$ cat src/rtl/capture_reader.sv
// Capture readback engine: fetches stored samples from SDRAM one read at a time
// and streams them in capture order through a small prefetch FIFO.
module capture_reader #(
    parameter int unsigned FIFO_DEPTH = 4,
    parameter logic [12:0] ADDR_BASE  = 13'd0
) (
    input  logic        clk_i,
    input  logic        rst_i,
    input  logic        start_i,
    input  logic        abort_i,
    input  logic [8:0]  sample_count_i,
    output logic        busy_o,
    output logic        done_o,
    output logic        sdram_rd_req_o,
    output logic [12:0] sdram_rd_addr_o,
    input  logic        sdram_rd_ready_i,
    input  logic        sdram_rd_valid_i,
    input  logic [7:0]  sdram_rd_data_i,
    output logic        out_valid_o,
    input  logic        out_ready_i,
    output logic [7:0]  out_data_o,
    output logic [8:0]  out_idx_o,
    output logic        out_last_o
);

    localparam int unsigned PTR_W = (FIFO_DEPTH > 1) ? $clog2(FIFO_DEPTH) : 1;
    localparam int unsigned ENT_W = 18;
    localparam logic [PTR_W-1:0] PTR_ONE = 1;
    localparam logic [PTR_W:0]   CNT_ONE = 1;
    localparam logic [PTR_W:0]   DEPTH_L = FIFO_DEPTH[PTR_W:0];

    typedef enum logic [1:0] {
        S_IDLE,
        S_ISSUE,
        S_WAIT_DATA,
        S_FLUSH
    } state_e;

    state_e           state_q, state_d;
    logic [8:0]       count_q, count_d;
    logic [8:0]       rd_idx_q, rd_idx_d;
    logic             req_q, req_d;
    logic [12:0]      addr_q, addr_d;
    logic             busy_q, busy_d;
    logic             done_q, done_d;
    logic [PTR_W-1:0] wr_ptr_q, wr_ptr_d;
    logic [PTR_W-1:0] rd_ptr_q, rd_ptr_d;
    logic [PTR_W:0]   fill_q, fill_d;
    logic [ENT_W-1:0] mem_q [FIFO_DEPTH];

    logic             push;
    logic             pop;
    logic             clr;
    logic             accept;
    logic             full;
    logic             empty;
    logic [ENT_W-1:0] push_ent;
    logic [ENT_W-1:0] head;

    assign full   = (fill_q == DEPTH_L);
    assign empty  = (fill_q == '0);
    assign head   = mem_q[rd_ptr_q];
    assign accept = req_q && sdram_rd_ready_i;
    assign pop    = !empty && out_ready_i;

    // rd_idx has already advanced on accept, so the returning byte is rd_idx-1
    assign push_ent = {sdram_rd_data_i, rd_idx_q - 9'd1, (rd_idx_q == count_q)};

    always_comb begin
        state_d  = state_q;
        count_d  = count_q;
        rd_idx_d = rd_idx_q;
        req_d    = req_q;
        addr_d   = addr_q;
        busy_d   = busy_q;
        done_d   = done_q;
        wr_ptr_d = wr_ptr_q;
        rd_ptr_d = rd_ptr_q;
        fill_d   = fill_q;
        push     = 1'b0;
        clr      = 1'b0;

        unique case (state_q)
            S_IDLE: begin
                if (start_i && !busy_q) begin
                    count_d  = sample_count_i;
                    rd_idx_d = '0;
                    clr      = 1'b1;
                    done_d   = (sample_count_i == 9'd0);
                    if (sample_count_i != 9'd0) begin
                        state_d = S_ISSUE;
                        busy_d  = 1'b1;
                    end
                end
            end
            S_ISSUE: begin
                if (!req_q && !full) begin
                    req_d  = 1'b1;
                    addr_d = ADDR_BASE + {4'b0000, rd_idx_q};
                end else if (accept) begin
                    req_d    = 1'b0;
                    rd_idx_d = rd_idx_q + 9'd1;
                    state_d  = S_WAIT_DATA;
                end
            end
            S_WAIT_DATA: begin
                if (sdram_rd_valid_i) begin
                    push    = 1'b1;
                    state_d = (rd_idx_q == count_q) ? S_IDLE : S_ISSUE;
                end
            end
            S_FLUSH: begin
                if (sdram_rd_valid_i) begin
                    state_d = S_IDLE;
                    busy_d  = 1'b0;
                end
            end
        endcase

        if (pop && head[0] && busy_q) begin
            busy_d = 1'b0;
            done_d = 1'b1;
        end

        // A read already handed to the controller must be drained before idle
        if (abort_i) begin
            clr    = 1'b1;
            push   = 1'b0;
            req_d  = 1'b0;
            done_d = 1'b0;
            if (((state_q == S_WAIT_DATA) && !sdram_rd_valid_i) ||
                ((state_q == S_FLUSH) && !sdram_rd_valid_i) ||
                ((state_q == S_ISSUE) && accept)) begin
                state_d = S_FLUSH;
                busy_d  = 1'b1;
            end else begin
                state_d = S_IDLE;
                busy_d  = 1'b0;
            end
        end

        if (clr) begin
            wr_ptr_d = '0;
            rd_ptr_d = '0;
            fill_d   = '0;
        end else begin
            if (push) begin
                wr_ptr_d = wr_ptr_q + PTR_ONE;
            end
            if (pop) begin
                rd_ptr_d = rd_ptr_q + PTR_ONE;
            end
            if (push && !pop) begin
                fill_d = fill_q + CNT_ONE;
            end else if (pop && !push) begin
                fill_d = fill_q - CNT_ONE;
            end
        end
    end

    always_ff @(posedge clk_i) begin
        if (rst_i) begin
            state_q  <= S_IDLE;
            count_q  <= '0;
            rd_idx_q <= '0;
            req_q    <= 1'b0;
            addr_q   <= '0;
            busy_q   <= 1'b0;
            done_q   <= 1'b0;
            wr_ptr_q <= '0;
            rd_ptr_q <= '0;
            fill_q   <= '0;
        end else begin
            state_q  <= state_d;
            count_q  <= count_d;
            rd_idx_q <= rd_idx_d;
            req_q    <= req_d;
            addr_q   <= addr_d;
            busy_q   <= busy_d;
            done_q   <= done_d;
            wr_ptr_q <= wr_ptr_d;
            rd_ptr_q <= rd_ptr_d;
            fill_q   <= fill_d;
        end
    end

    always_ff @(posedge clk_i) begin
        if (push) begin
            mem_q[wr_ptr_q] <= push_ent;
        end
    end

    assign busy_o          = busy_q;
    assign done_o          = done_q;
    assign sdram_rd_req_o  = req_q;
    assign sdram_rd_addr_o = addr_q;
    assign out_valid_o     = !empty;
    assign out_data_o      = empty ? 8'd0 : head[17:10];
    assign out_idx_o       = empty ? 9'd0 : head[9:1];
    assign out_last_o      = empty ? 1'b0 : head[0];

endmodule

$ cat config.mk
export PLATFORM = sky130hd
export DESIGN_NAME = capture_reader
export DESIGN_NICKNAME = d
export VERILOG_FILES = /design/src/rtl/capture_reader.sv
export SDC_FILE = /design/constraint.sdc
export NUM_CORES = 1
export LEC_CHECK = 0
export BUFFER_PORTS_ARGS = -buffer_cell sky130_fd_sc_hd__buf_4
export CORE_ASPECT_RATIO = 0.9
export CORE_UTILIZATION = 40
export CTS_BUF_LIST = sky130_fd_sc_hd__clkbuf_4
export DETAILED_ROUTE_END_ITERATION = 10
export GPL_ROUTABILITY_DRIVEN = 0
export GPL_TIMING_DRIVEN = 0
export PLACE_DENSITY = 0.62
export SLEW_MARGIN = 30
export SYNTH_ARGS = -nofsm -noshare
export SYNTH_HDL_FRONTEND = slang
export SYNTH_SLANG_ARGS = --single-unit
$ cat constraint.sdc
create_clock -name clk_i -period 5.5 [get_ports clk_i]
set_input_delay 0.275 -clock clk_i [delete_from_list [all_inputs] [get_ports clk_i]]
set_output_delay 0.275 -clock clk_i [all_outputs]
set_load 0.05 [all_outputs]
==> run metrics <==
Critical Path RT 5.22 ns; total power 1.888 mW; Synth top area share 43.68%; startpoint types flip-flop; Pint 1.397 mW; Routed WL 9807 µm; Psw 0.4909 mW; largest area contributor in the netlist edfxtp_1; Post-layout nets 509; Worst Hold Depth 3; Tot GR Track Use 16.58%; fin crit period 2.874 ns; leakage power 2.158 nW; share of cells above drive strength 1 26.13%; clock sinks 113; Yosys reg bits 113; core area 12,080 µm²; Setup TNS 0 ns; share of flip-flops with an asynchronous set or reset 0%; clock root buffer clkbuf_4; Congestion Overflow GR 0; I/O Buffers 53; vias in the first global route 3,193; Die Area 12,820 µm²; worst vdd ir 0.1763 mV; routed len/inst 15.18 µm; r2r setup slk 3.18 ns; IO Pins 59; Worst Max-Slew Pin Slew 0.8879 ns; layout overhead on the synthesized area 21.74%; initial antenna violation count 0; Hold Startpoint out_ready_i; DRC Markers 0; cts repair resizes 0; drt first-iter violations 171; period utilization 52.26%; Final Util 49.90%; pwr/cell area 313.4 nW/µm²; routed vias/inst 4.899; drt pass-1 iters 5; Arr. time, crit path 2.60 ns; Top Layer Used met4; Top FF cell, synth edfxtp_1; # H-tree levels 4; Max Cap Viol 0; Clock Power Share 33.9%; worst skew pair latency 0.50 ns; Setup violations, final 0; RSZ-0062 raised after global routing false; DRT antenna net count 0; via count 3,165; Layout Cells excl Fill 646; M1 wire length 4517 µm; DP Worst Slack 3.120 ns; Comb pwr share 15.2%; synthesized cell area 4950 µm²; Ant. Diodes 0; Rel. slew slack 40.81%; FF-to-FF Start state_q[0]$_SDFFE_PP0P_; top post-synthesis cells by area edfxtp_1, dfxtp_1, mux4_2; Worst Hold End done_o$_SDFFE_PP0P_; critical path type flip-flop to output port; Crit. End Element output port; CP Max Fanout 10; Slew Viols, Final 0; Placed Cells 597; CTS Buf Count 17; hold crit path type input pin to flip-flop; first-pass GRT wire length 15,840 µm; Final Skew 0.01741 ns; Rows 38; Sequential Power Share 50.9%; most common cell in the netlist edfxtp_1; Yosys cell types 51; CTS tree done; YS warnings 0; Worst R2R End fill_q[2]$_SDFFE_PP0P_; Worst Reg-to-Reg Cells 11; Mapped Cells 381; wire length on met2 4687 µm; FMAX 0.3479 GHz; clock tree buffer depth 2; WL met3 499 µm; chip height 107.5 µm; initial core utilization 40.99%; top cells by count, synth edfxtp_1, dfxtp_1, nor2_1; CTS clock-pin slew for the worst setup and hold paths 0.10 ns; Post-synth EDFFs 72; Sw Ratio 26.00%; pin count of the biggest net entering global routing 19; Final Hold Vio Count 0; DP HPWL 6522 µm; Mean Syn Cell Area 12.99 µm²; Die W 119.3 µm; post-synthesis sequential area ratio 60.26%; worst setup margin 2.626 ns; status finished clean
state kept, by name (all words and copies together), names as in the netlist, named ones only:
signal / count
state_q: 2
done_o: 1
busy_o: 1
rd_ptr_q: 2
sdram_rd_req_o: 1
wr_ptr_q: 2
rd_idx_q: 9
count_q: 9
mem_q: 72
fill_q: 3
sdram_rd_addr_o: 9
worst max path at each step:
stage                                        from                endpoint  cells after the start
after floorplan           state_q[0]$_SDFFE_PP0P_  fill_q[2]$_SDFFE_PP0P_                     11
after global placement                  flip-flop            out_idx_o[0]                      5
after detailed placement                flip-flop            out_idx_o[0]                      5
after CTS                               flip-flop            out_idx_o[0]                      5
after global routing                    flip-flop            out_idx_o[0]                      5
final                                   flip-flop            out_idx_o[0]                      5
layout make-up:
| type | count | area, µm² |
|---|---|---|
| flip-flops and latches | 113 | 2983 |
| multi-input cells | 231 | 1805 |
| fillers | 1093 | 6051 |
| clock buffers | 23 | 172.7 |
| repair buffers | 70 | 568.0 |
| clock inverters | 9 | 120.1 |
| plain buffers | 26 | 123.9 |
| well taps | 160 | 200.2 |
| inverters | 14 | 52.55 |
worst max-delay path: stages (launching register included):
cell      delay, ns
dfxtp_1        0.32
clkbuf_1       0.44
clkbuf_1       0.55
mux4_2         0.43
and2_1         0.17
buf_4          0.18
cells in the final DEF (no fill, tap or decap), types with 4 or more instances in the layout:
| cell type | n |
|---|---|
| a21oi_1 | 20 |
| and2_1 | 20 |
| buf_4 | 57 |
| clkbuf_1 | 17 |
| clkbuf_4 | 23 |
| conb_1 | 4 |
| dfxtp_1 | 41 |
| dlygate4sd3_1 | 17 |
| edfxtp_1 | 72 |
| ha_1 | 11 |
| inv_1 | 14 |
| mux2i_1 | 10 |
| mux4_2 | 18 |
| nand2_1 | 27 |
| nand3_1 | 7 |
| nand4_1 | 7 |
| nor2_1 | 32 |
| nor3_1 | 6 |
| xnor2_1 | 16 |
| xor2_1 | 7 |
per-stage QoR:
step / hold WS, ns / area, µm²
after floorplan: 0.3739 / 4961
after global placement: 0.4576 / 5559
after detailed placement: 0.4598 / 5559
after CTS: 0.07588 / 6022
after global routing: 0.07246 / 6026
final: 0.1144 / 6026
logic make-up (layout without fill, tap and decap cells):
family / count (synthesis) / in the layout / share of synthesized area (%)
other: 1 / 4 / 0.07576
DFF: 113 / 113 / 60.26
xor gates and xnor gates: 23 / 23 / 4.070
AOI/OAI and AO/OA: 43 / 43 / 6.219
buffers and inverters: 40 / 142 / 3.564
muxes: 30 / 30 / 10.67
adders and majority gates: 12 / 12 / 3.185
and+or+nand+nor: 119 / 119 / 11.96
metal layers:
layer  track usage, %  up-vias
met1            20.51     1511
met5                0        -
li1                 -     1563
met3            4.290       10
met2            27.49       81
met4            7.143        0
power groups by stage:
stage / Combinational [mW] / Sequential (mW) / Clock, mW
2_1_floorplan: 0.195 / 0.984 / 0
3_3_place_gp: 0.273 / 0.980 / 0
3_5_place_dp: 0.279 / 0.981 / 0
4_1_cts: 0.290 / 0.961 / 0.653
5_1_grt: 0.320 / 0.964 / 0.690
6_report: 0.288 / 0.961 / 0.639
timing repair:
item / in CTS / in global routing
endpoints found under the hold margin: 41 / 0
hold buffers: 17 / 0
setup buffers: 0 / 0
endpoints found under the setup margin: 0 / 0
No activity file was read; power rests on OpenSTA's default activity.
